`src/rtl/bist_scan_controller.sv`:
```
// Logic BIST controller: LFSR pattern generation into a scan chain, MISR compaction
// of the scan-out stream, and signature compare against a golden value.
module bist_scan_controller #(
  parameter int unsigned CHAIN_LEN    = 8,
  parameter int unsigned NUM_PATTERNS = 16,
  parameter logic [7:0]  SEED         = 8'h01,
  parameter logic [7:0]  GOLDEN       = 8'h00
) (
  input  logic       CLK,
  input  logic       RST,
  input  logic       START,
  input  logic       SO,
  output logic       SE,
  output logic       SI,
  output logic       BUSY,
  output logic       DONE,
  output logic       PASS,
  output logic [7:0] SIGNATURE
);

  localparam logic [7:0]  SEED_EFF  = (SEED == 8'h00) ? 8'h01 : SEED;
  localparam logic [7:0]  LAST_BIT  = 8'(CHAIN_LEN - 1);
  localparam logic [15:0] PAT_TOTAL = 16'(NUM_PATTERNS);

  typedef enum logic [2:0] {
    S_IDLE,
    S_SHIFT,
    S_CAPTURE,
    S_UNLOAD,
    S_DONE
  } state_t;

  state_t      state, state_next;
  logic [7:0]  lfsr, misr, bit_cnt;
  logic [15:0] pat_cnt;
  logic [7:0]  lfsr_step, misr_step;
  logic [15:0] pat_inc;
  logic        last_bit;

  always_comb begin
    lfsr_step = {lfsr[6:0], lfsr[7] ^ lfsr[5] ^ lfsr[4] ^ lfsr[3]};
    misr_step = {misr[6:0], misr[7] ^ misr[5] ^ misr[4] ^ misr[3] ^ SO};
    pat_inc   = pat_cnt + 16'd1;
    last_bit  = (bit_cnt == LAST_BIT);
  end

  always_comb begin
    state_next = state;
    SE         = 1'b0;
    SI         = 1'b0;
    BUSY       = 1'b0;
    DONE       = 1'b0;
    PASS       = 1'b0;
    unique case (state)
      S_IDLE: begin
        if (START) state_next = S_SHIFT;
      end
      S_SHIFT: begin
        SE   = 1'b1;
        SI   = lfsr[3];
        BUSY = 1'b1;
        if (last_bit) state_next = S_CAPTURE;
      end
      S_CAPTURE: begin
        BUSY = 1'b1;
        state_next = (pat_inc == PAT_TOTAL) ? S_UNLOAD : S_SHIFT;
      end
      S_UNLOAD: begin
        SE   = 1'b1;
        BUSY = 1'b1;
        if (last_bit) state_next = S_DONE;
      end
      S_DONE: begin
        DONE = 1'b1;
        PASS = (misr == GOLDEN);
        if (START) state_next = S_SHIFT;
      end
      default: state_next = S_IDLE;
    endcase
  end

  assign SIGNATURE = misr;

  always_ff @(posedge CLK) begin
    if (RST) begin
      state   <= S_IDLE;
      lfsr    <= SEED_EFF;
      misr    <= '0;
      bit_cnt <= '0;
      pat_cnt <= '0;
    end else begin
      state <= state_next;
      unique case (state)
        S_IDLE, S_DONE: begin
          if (START) begin
            lfsr    <= SEED_EFF;
            misr    <= '0;
            bit_cnt <= '0;
            pat_cnt <= '0;
          end
        end
        S_SHIFT: begin
          lfsr <= lfsr_step;
          // The first pattern's shift-out carries only reset/stale chain contents.
          if (pat_cnt != 16'd0) misr <= misr_step;
          bit_cnt <= last_bit ? 8'd0 : bit_cnt + 8'd1;
        end
        S_CAPTURE: begin
          pat_cnt <= pat_inc;
          bit_cnt <= '0;
        end
        S_UNLOAD: begin
          misr    <= misr_step;
          bit_cnt <= last_bit ? 8'd0 : bit_cnt + 8'd1;
        end
        default: ;
      endcase
    end
  end

endmodule

```
`config.mk`:
```
export PLATFORM = sky130hd
export DESIGN_NAME = bist_scan_controller
export DESIGN_NICKNAME = d
export VERILOG_FILES = /design/src/rtl/bist_scan_controller.sv
export SDC_FILE = /design/constraint.sdc
export NUM_CORES = 1
export LEC_CHECK = 0
export CORE_ASPECT_RATIO = 1.4
export CORE_MARGIN = 4
export CORE_UTILIZATION = 63
export CTS_CLUSTER_SIZE = 14
export DETAILED_ROUTE_END_ITERATION = 6
export DONT_BUFFER_PORTS = 1
export GPL_TIMING_DRIVEN = 0
export PLACE_DENSITY = 0.8
export SETUP_SLACK_MARGIN = 0.3
export SKIP_CTS_REPAIR_TIMING = 1
export SYNTH_ARGS = -nofsm -noshare
export SYNTH_HDL_FRONTEND = slang
export SYNTH_SLANG_ARGS = --single-unit
```
`constraint.sdc`:
```
create_clock -name CLK -period 2.12 [get_ports CLK]
set_input_delay 0.424 -clock CLK [delete_from_list [all_inputs] [get_ports CLK]]
set_output_delay 0.424 -clock CLK [all_outputs]
set_load 0.1 [all_outputs]
```
Yosys cells after proc, flatten, opt, wreduce, memory -nomap -nowiden

Cells that the tools add are included.

Register bits: 43
Input bits: 4
Output and inout port bits: 13

Add/sub/neg operators: 2
Equal/unequal tests: 10
Mux-type cells: 19
Bitwise gates (word level): 7
Reductions and logical operators: 15

Operators with widths:

| operator                                        | number |
|---|---|
| one-hot mux 8 bit (3 select lines)              | 2 |
| two-way mux 8 bit                               | 4 |
| one-hot mux 16 bit (2 select lines)             | 1 |
| adder 16 x 1 -> 16 bit (second input constant)  | 1 |
| == test 16 x 5 -> 1 bit (second input constant) | 1 |
| two-way mux 16 bit                              | 1 |
| one-hot mux 8 bit (2 select lines)              | 1 |
| nonzero test 16 bit                             | 1 |
| one-hot mux 3 bit (4 select lines)              | 1 |
| two-way mux 3 bit                               | 3 |
| adder 8 x 1 -> 8 bit (second input constant)    | 1 |
| == test 8 x 3 -> 1 bit (second input constant)  | 1 |
| zero test 8 bit                                 | 1 |
| XOR 1 bit                                       | 7 |
| == test 3 x 2 -> 1 bit (second input constant)  | 2 |
| inequality test 2 bit (second input constant)   | 3 |
| AND reduction 2 bit                             | 3 |
| AND reduction 3 bit                             | 2 |
| nonzero test 3 bit                              | 2 |
| two-way mux 1 bit                               | 5 |
| nonzero test 2 bit                              | 2 |
| OR reduction 2 bit                              | 2 |
| == test 3 x 1 -> 1 bit (second input constant)  | 1 |
| == test 3 bit (second input constant)           | 1 |
| 4 further kinds                                 | 4 |

Logic depth before layout (Yosys ltp)

Gate-level depths: netlist of run 1.

Depth after elaboration: 6
Gate-level depth with buffers: 8
Gate-level depth less buffers: 7

Worst setup path before layout of run 1

Ideal clock, no wire load.

Path type: reg-to-output
From: register state[1]
To: output PASS
Arrival time: 3818 ps
Required time: 1696 ps
Setup slack: -2122 ps
Stages on the path, launching flop included: 4
Buffers on the path: 1
Path through: dfxtp_1 > buf_2 > nor3b_1 > and3_1

Word-level cells in the longest chain between the ends: 2

Ends and longest elaborated chain:

| item                     | line | source |
|---|---|---|
| start: declaration       | 33   | `state_t state, state_next;` |
| start signal: assignment | 92   | `state <= state_next;` |
| == test 3 bit            | 54   | `unique case (state)` |
| two-way mux 1 bit        | 54   |  |
| end: declaration         | 17   | `output logic PASS,` |

No other way between the ends.

Worst setup path in the final report of run 1

Same ends and word-level chain as after synthesis.

==> results of run 1 <==
[area by class of cell]
| class | count | area [um^2] |
|---|---|---|
| Timing Repair Buffer | 20 | 163 |
| Tap cell | 40 | 50.0 |
| Multi-Input combinational cell | 215 | 1510 |
| Clock inverter | 1 | 7.51 |
| Buffer | 21 | 138 |
| Sequential cell | 43 | 883 |
| Inverter | 5 | 18.8 |
| Fill cell | 223 | 607 |
| Clock buffer | 7 | 96.3 |
[through the flow]
stage / setup slack (ns) / TNS (ns) / cell area (um^2) / instances / hold slack (ns)
floorplan: -0.112 / -0.112 / 2380 / 284 / 0.466
global placement: -0.159 / -0.218 / 2430 / 324 / 0.486
detailed placement: -0.155 / -0.224 / 2430 / 324 / 0.497
CTS: -0.478 / -0.767 / 2530 / 332 / 0.339
global route: -0.528 / -3.21 / 2870 / 352 / 0.332
finish: -0.474 / -1.19 / 2870 / 352 / 0.328
[placed cells by master, fill, tap and decap left out, types with 3 or more instances in the layout]
cell type,Yosys,final
a21oi_1,20,19
a22oi_1,11,11
a311oi_1,6,6
a31oi_1,4,4
buf_4,0,20
buf_6,1,4
clkbuf_1,13,5
clkbuf_2,2,3
clkbuf_4,0,5
clkbuf_8,0,7
dfxtp_1,43,33
dfxtp_2,0,6
dfxtp_4,0,4
inv_1,5,5
nand2_1,15,12
nand3_1,19,19
nand4_1,7,7
nor2_1,40,36
nor2_2,0,3
nor3_1,8,7
nor4_1,9,7
o21ai_0,9,8
or3_1,3,3
xnor2_1,13,13
xor2_1,5,5
[worst max path at each step]
stage	start	endpoint	slack, ns	cells after the start
floorplan	state[1]$_SDFFE_PP0P_	PASS	-0.11	3
global placement	state[1]$_SDFFE_PP0P_	PASS	-0.16	3
detailed placement	state[1]$_SDFFE_PP0P_	PASS	-0.16	3
CTS	state[1]$_SDFFE_PP0P_	PASS	-0.48	3
global route	state[1]$_SDFFE_PP0P_	PASS	-0.53	3
finish	state[1]$_SDFFE_PP0P_	PASS	-0.47	3
[routing by layer]
layer | track usage | vias to the layer above | part of all wire
met5 | 0 | - | 0
met4 | 0.0884 | 0 | 0.014
met3 | 0.0599 | 11 | 0.052
met2 | 0.433 | 87 | 0.53
met1 | 0.315 | 1069 | 0.41
li1 | - | 1098 | -
[state kept, by name, summed over array words and instances, names as in the netlist]
register   count
SIGNATURE      8
bit_cnt        8
lfsr           8
pat_cnt       16
state          3
[cell families (layout without fill, tap and decap cells)]
family / count (synthesis) / after routing / synth area share
AOI/OAI and AO/OA: 65 / 65 / 0.190
xor gates and xnor gates: 18 / 18 / 0.0679
adders and majority gates: 3 / 3 / 0.0162
buffers and inverters: 26 / 54 / 0.0485
DFF: 43 / 43 / 0.370
muxes: 1 / 1 / 0.00485
and+or+nand+nor: 128 / 128 / 0.302
[Yosys cell counts, types with 2 or more instances]
cell type / count
nand2b_1: 3
xnor2_1: 13
buf_2: 4
or4b_1: 2
inv_1: 5
dfxtp_1: 43
xor2_1: 5
or3_1: 3
a21oi_1: 20
clkbuf_1: 13
nand2_1: 15
a311oi_1: 6
nor3_1: 8
nand3b_1: 2
nand3_1: 19
o2111ai_1: 2
nand4_1: 7
or2_2: 2
clkbuf_2: 2
nor3b_1: 3
a211oi_1: 2
nor2_1: 40
a31oi_1: 4
o21ai_0: 9
and3_1: 2
nor4_1: 9
a22oi_1: 11
a31o_2: 2
ha_1: 3
[power by group through the flow]
stage	Combinational [mW]	Sequential, mW	Clock (mW)
3_3_place_gp	0.114	0.846	0
2_1_floorplan	0.0929	0.844	0
4_1_cts	0.116	0.827	0.582
6_report	0.159	0.827	0.595
5_1_grt	0.169	0.828	0.632
3_5_place_dp	0.115	0.846	0
[tightest hold or removal path: stages]
cell       delay (ns)
a2111oi_2        0.02
o2111ai_2        0.09
o31ai_2          0.06
==> qor.yml, run 1 <==
drtPass1Iterations: 5
worstPathRequired_ns: 1.70
antenna_found_initial: 0
power.share.sequential: 0.523
worstHoldStart: "RST"
diodes: 0
gr-total-overflow: 0
grt_max_degree: 14
cts_tree: "done"
synthTopCellsByArea: "dfxtp_1 (37%), nor2_1 (6.5%), xnor2_1 (4.9%)"
crit_family: "simple AND/OR/NAND/NOR gates"
layout.nets: 318
syn_nets: 291
hold-path-endpoint: "state[1]$_SDFFE_PP0P_"
ys_ff_latch: 43
slew_viol_final: 0
relSlewSlack: 0.259
postRouteAntennaNets: 0
max_freq_ghz: 0.386
drt_iter0_drc: 185
final_util: 0.825
p_clk_frac: 0.377
syn_to_final_growth_pct: 23.3
p_int_mw: 1.16
boundaryPins: 17
drive_above_1_share: 0.295
p_leak_nw: 0.968
yosys_warnings: 0
min_period_over_period: 1.22
synth-edff-count: 0
gp_congestion: 0.959
dieArea_um2: 4740
p_per_area_nw_per_um2: 552
clk_latency_ns: 0.31
critPathMaxStageDelay_ns: 0.89
chipWidth_um: 59.3
grt_setup_unrepaired: "true"
critPathBufInv: 1
grt_pass1_vias: 2002
ys_types: 54
grt_first_pass_wirelength_um: 9470
hold_viol: 0
path_cells: "buf_6 > nor3b_4 > and3_4"
io_buffers: 0
whs_path_depth: 3
synthCells: 284
path_max_fanout: 6
start_util: 0.669
max-vdd-ir-drop_v: 0.000551
synth_top_cell_by_area: "dfxtp_1"
async_reset_ff_frac: 0
arrival_ns: 2.17
fin_ws_ns: -0.474
die_h_um: 79.9
netlist_area_um2: 2320
crit_type: "reg -> out"
worst_r2r_endpoint: "bit_cnt[7]$_SDFFE_PP0P_"
row_count: 25
violations: "setup timing"
cp_slowest_cell: "nor3b_4"
power_mw: 1.58
cts_buffers: 5
yosys_most_used_dff: "dfxtp_1"
clkSlewWorstSetupHoldPaths_ns: 0.08
p_sw_frac: 0.264
endpoint_kind: "output pin"
post-dp-hpwl_um: 3810
drcViolationCount: 0
htree_levels: 2
via_per_inst: 6.43
period_needed_ns: 2.59
totalWireLength_um: 6190
max_slew.worst_pin.slew_ns: 1.11
ys_seq_area_frac: 0.370
cts_num_sinks: 43
cap_violations: 0
r2r-start: "state[1]$_SDFFE_PP0P_"
status: "finished with violations"
p_sw_mw: 0.417
clockRootBuffer: "clkbuf_8"
setup_viol: 13
avgSynthCellArea_um2: 8.18
ff2ff_setup_slack_ns: -0.12
critPathLaunchType: "flip-flop"
reg2reg_depth: 8
hp-class: "in -> reg"
wl_per_cell_um: 17.6
grt_use_total: 0.258
core_region_area_um2: 3470
vias: 2265
cts_buffer_depth: 2
comb_power_share: 0.101
finalClockSkew_ns: 0.0116
synth_top_cell_area_share: 0.370
Note: power is estimated with default switching activity, not from simulation.
==> run 2: changes to the inputs <==
- clock period: 2.12 -> 2.44 ns (I/O delays scaled with it)
==> run 2 against run 1 <==
  * The run still ends with setup timing left
  * Sequential cell count unchanged
  * Setup slack gained 0.26 ns
  * Design area is 8.6% lower
  * Non-clock buffer count is 13 lower
  * Combinational power is 33% lower
  * Clock skew fell by 0.0087 ns
  * Power fell by 14%
  * Routed wire length decreased by 9.2%
  * Critical path depth is the same
==> qor.yml, run 2 (synthesis results as in run 1) <==
status: "finished with violations"
violations: "setup timing"
path_max_fanout: 7
grt_setup_unrepaired: "true"
p_sw_mw: 0.318
p_leak_nw: 0.856
vias: 2177
syn_to_final_growth_pct: 12.7
comb_power_share: 0.078
layout_common_cells: "nor2_1 (39), dfxtp_1 (37), a21oi_1 (20)"
gp_congestion: 0.856
gr-total-overflow: 0
largest-register: "pat_cnt"
postPlaceCellArea_um2: 2400
dieArea_um2: 4740
max_slew.worst_pin.slew_ns: 1.11
fillers: 278
start_util: 0.669
finalClockSkew_ns: 0.00282
io_buffers: 0
grt_pass1_vias: 2093
largest_reg_flops: 16
layout_commonest_cell: "nor2_1"
power.share.sequential: 0.530
multi_input_area_um2: 1420
max_freq_ghz: 0.376
p_int_mw: 1.04
cp_num_cells: 3
arrival_ns: 2.17
post-dp-hpwl_um: 3660
layout.nets: 305
worstPathRequired_ns: 1.95
hold_slack_ns: 0.393
clkSlewWorstSetupHoldPaths_ns: 0.08
cts_buffers: 5
crit_type: "reg -> out"
max-vdd-ir-drop_v: 0.000482
whs_path_depth: 3
endpoint_kind: "output pin"
grt_first_pass_wirelength_um: 9000
totalWireLength_um: 5620
critPathMaxStageDelay_ns: 0.89
grt_use_total: 0.244
cp_slowest_cell: "nor3b_4"
via_per_inst: 6.44
drt_iter0_drc: 129
boundaryPins: 17
regArea_um2: 868
cts_tree: "done"
cts_buffer_depth: 2
drcViolationCount: 0
wl_per_cell_um: 16.6
grt_max_degree: 13
setup_viol: 1
critPathLaunchType: "flip-flop"
p_per_area_nw_per_um2: 517
p_sw_frac: 0.235
chipWidth_um: 59.3
reg2reg_depth: 6
row_count: 25
p_clk_frac: 0.391
fin_ws_ns: -0.218
path_cells: "buf_8 > nor3b_4 > and3_4"
relSlewSlack: 0.257
setup_tns_ns: -0.218
hold_viol: 0
htree_levels: 2
drive_above_1_share: 0.188
die_h_um: 79.9
core_region_area_um2: 3470
cts_num_sinks: 43
crit_family: "simple AND/OR/NAND/NOR gates"
period_needed_ns: 2.66
antenna_found_initial: 0
clockRootBuffer: "clkbuf_8"
postRouteAntennaNets: 0
clk_latency_ns: 0.29
min_period_over_period: 1.09
drtPass1Iterations: 4
diodes: 0
fin_area_um2: 2620
critPathBufInv: 1
slew_viol_final: 0
cap_violations: 0
hp-class: "in -> reg"
run 2: final cells by class:
class,instances,area share
flip-flops and latches,43,0.332
well taps,40,0.0191
multi-input cells,215,0.541
repair buffers,7,0.0201
plain buffers,21,0.0420
inverters,5,0.00717
clock inverters,1,0.0115
clock buffers,6,0.0277
run 2: per-layer routing:
| layer | wire (um) | GRT usage | vias up |
|---|---|---|---|
| li1 | - | - | 1072 |
| met5 | 0 | 0 | - |
| met4 | 171 | 0.145 | 0 |
| met2 | 2800 | 0.391 | 72 |
| met3 | 310 | 0.0663 | 25 |
| met1 | 2330 | 0.283 | 1008 |
run 2: worst paths after layout:
path / startpoint / to / slack, ns
hold / removal: START / state[2]$_SDFFE_PP0P_ / 0.39
hold reg to reg: lfsr[1]$_SDFFE_PP0P_ / lfsr[1]$_SDFFE_PP0P_ / 0.51
setup / recovery: state[1]$_SDFFE_PP0P_ / PASS / -0.22
setup reg to reg: bit_cnt[0]$_SDFFE_PP0P_ / state[1]$_SDFFE_PP0P_ / 0.38
run 2: tightest hold or removal path, delay by kind of cell:
kind / cells / cell delay [ns]
buf+inv: 1 / 0.04
simple gates: 1 / 0.08
compound gates: 1 / 0.05
run 2: power by group through the flow:
stage	clock network (mW)	registers, mW	logic [mW]
after global placement	0	0.733	0.0973
after detailed placement	0	0.733	0.0990
after CTS	0.537	0.717	0.0994
after floorplan	0	0.732	0.0791
after global routing	0.568	0.719	0.118
final	0.530	0.718	0.106
run 2: metrics by stage:
step                std cells  setup WS [ns]  power [mW]   util
floorplan                 284          0.144       0.811      -
global placement          324         0.0428       0.830  0.690
detailed placement        324         0.0791       0.832  0.691
CTS                       331         -0.249        1.35  0.720
global route              338         -0.272        1.41  0.754
finish                    338         -0.218        1.35  0.754
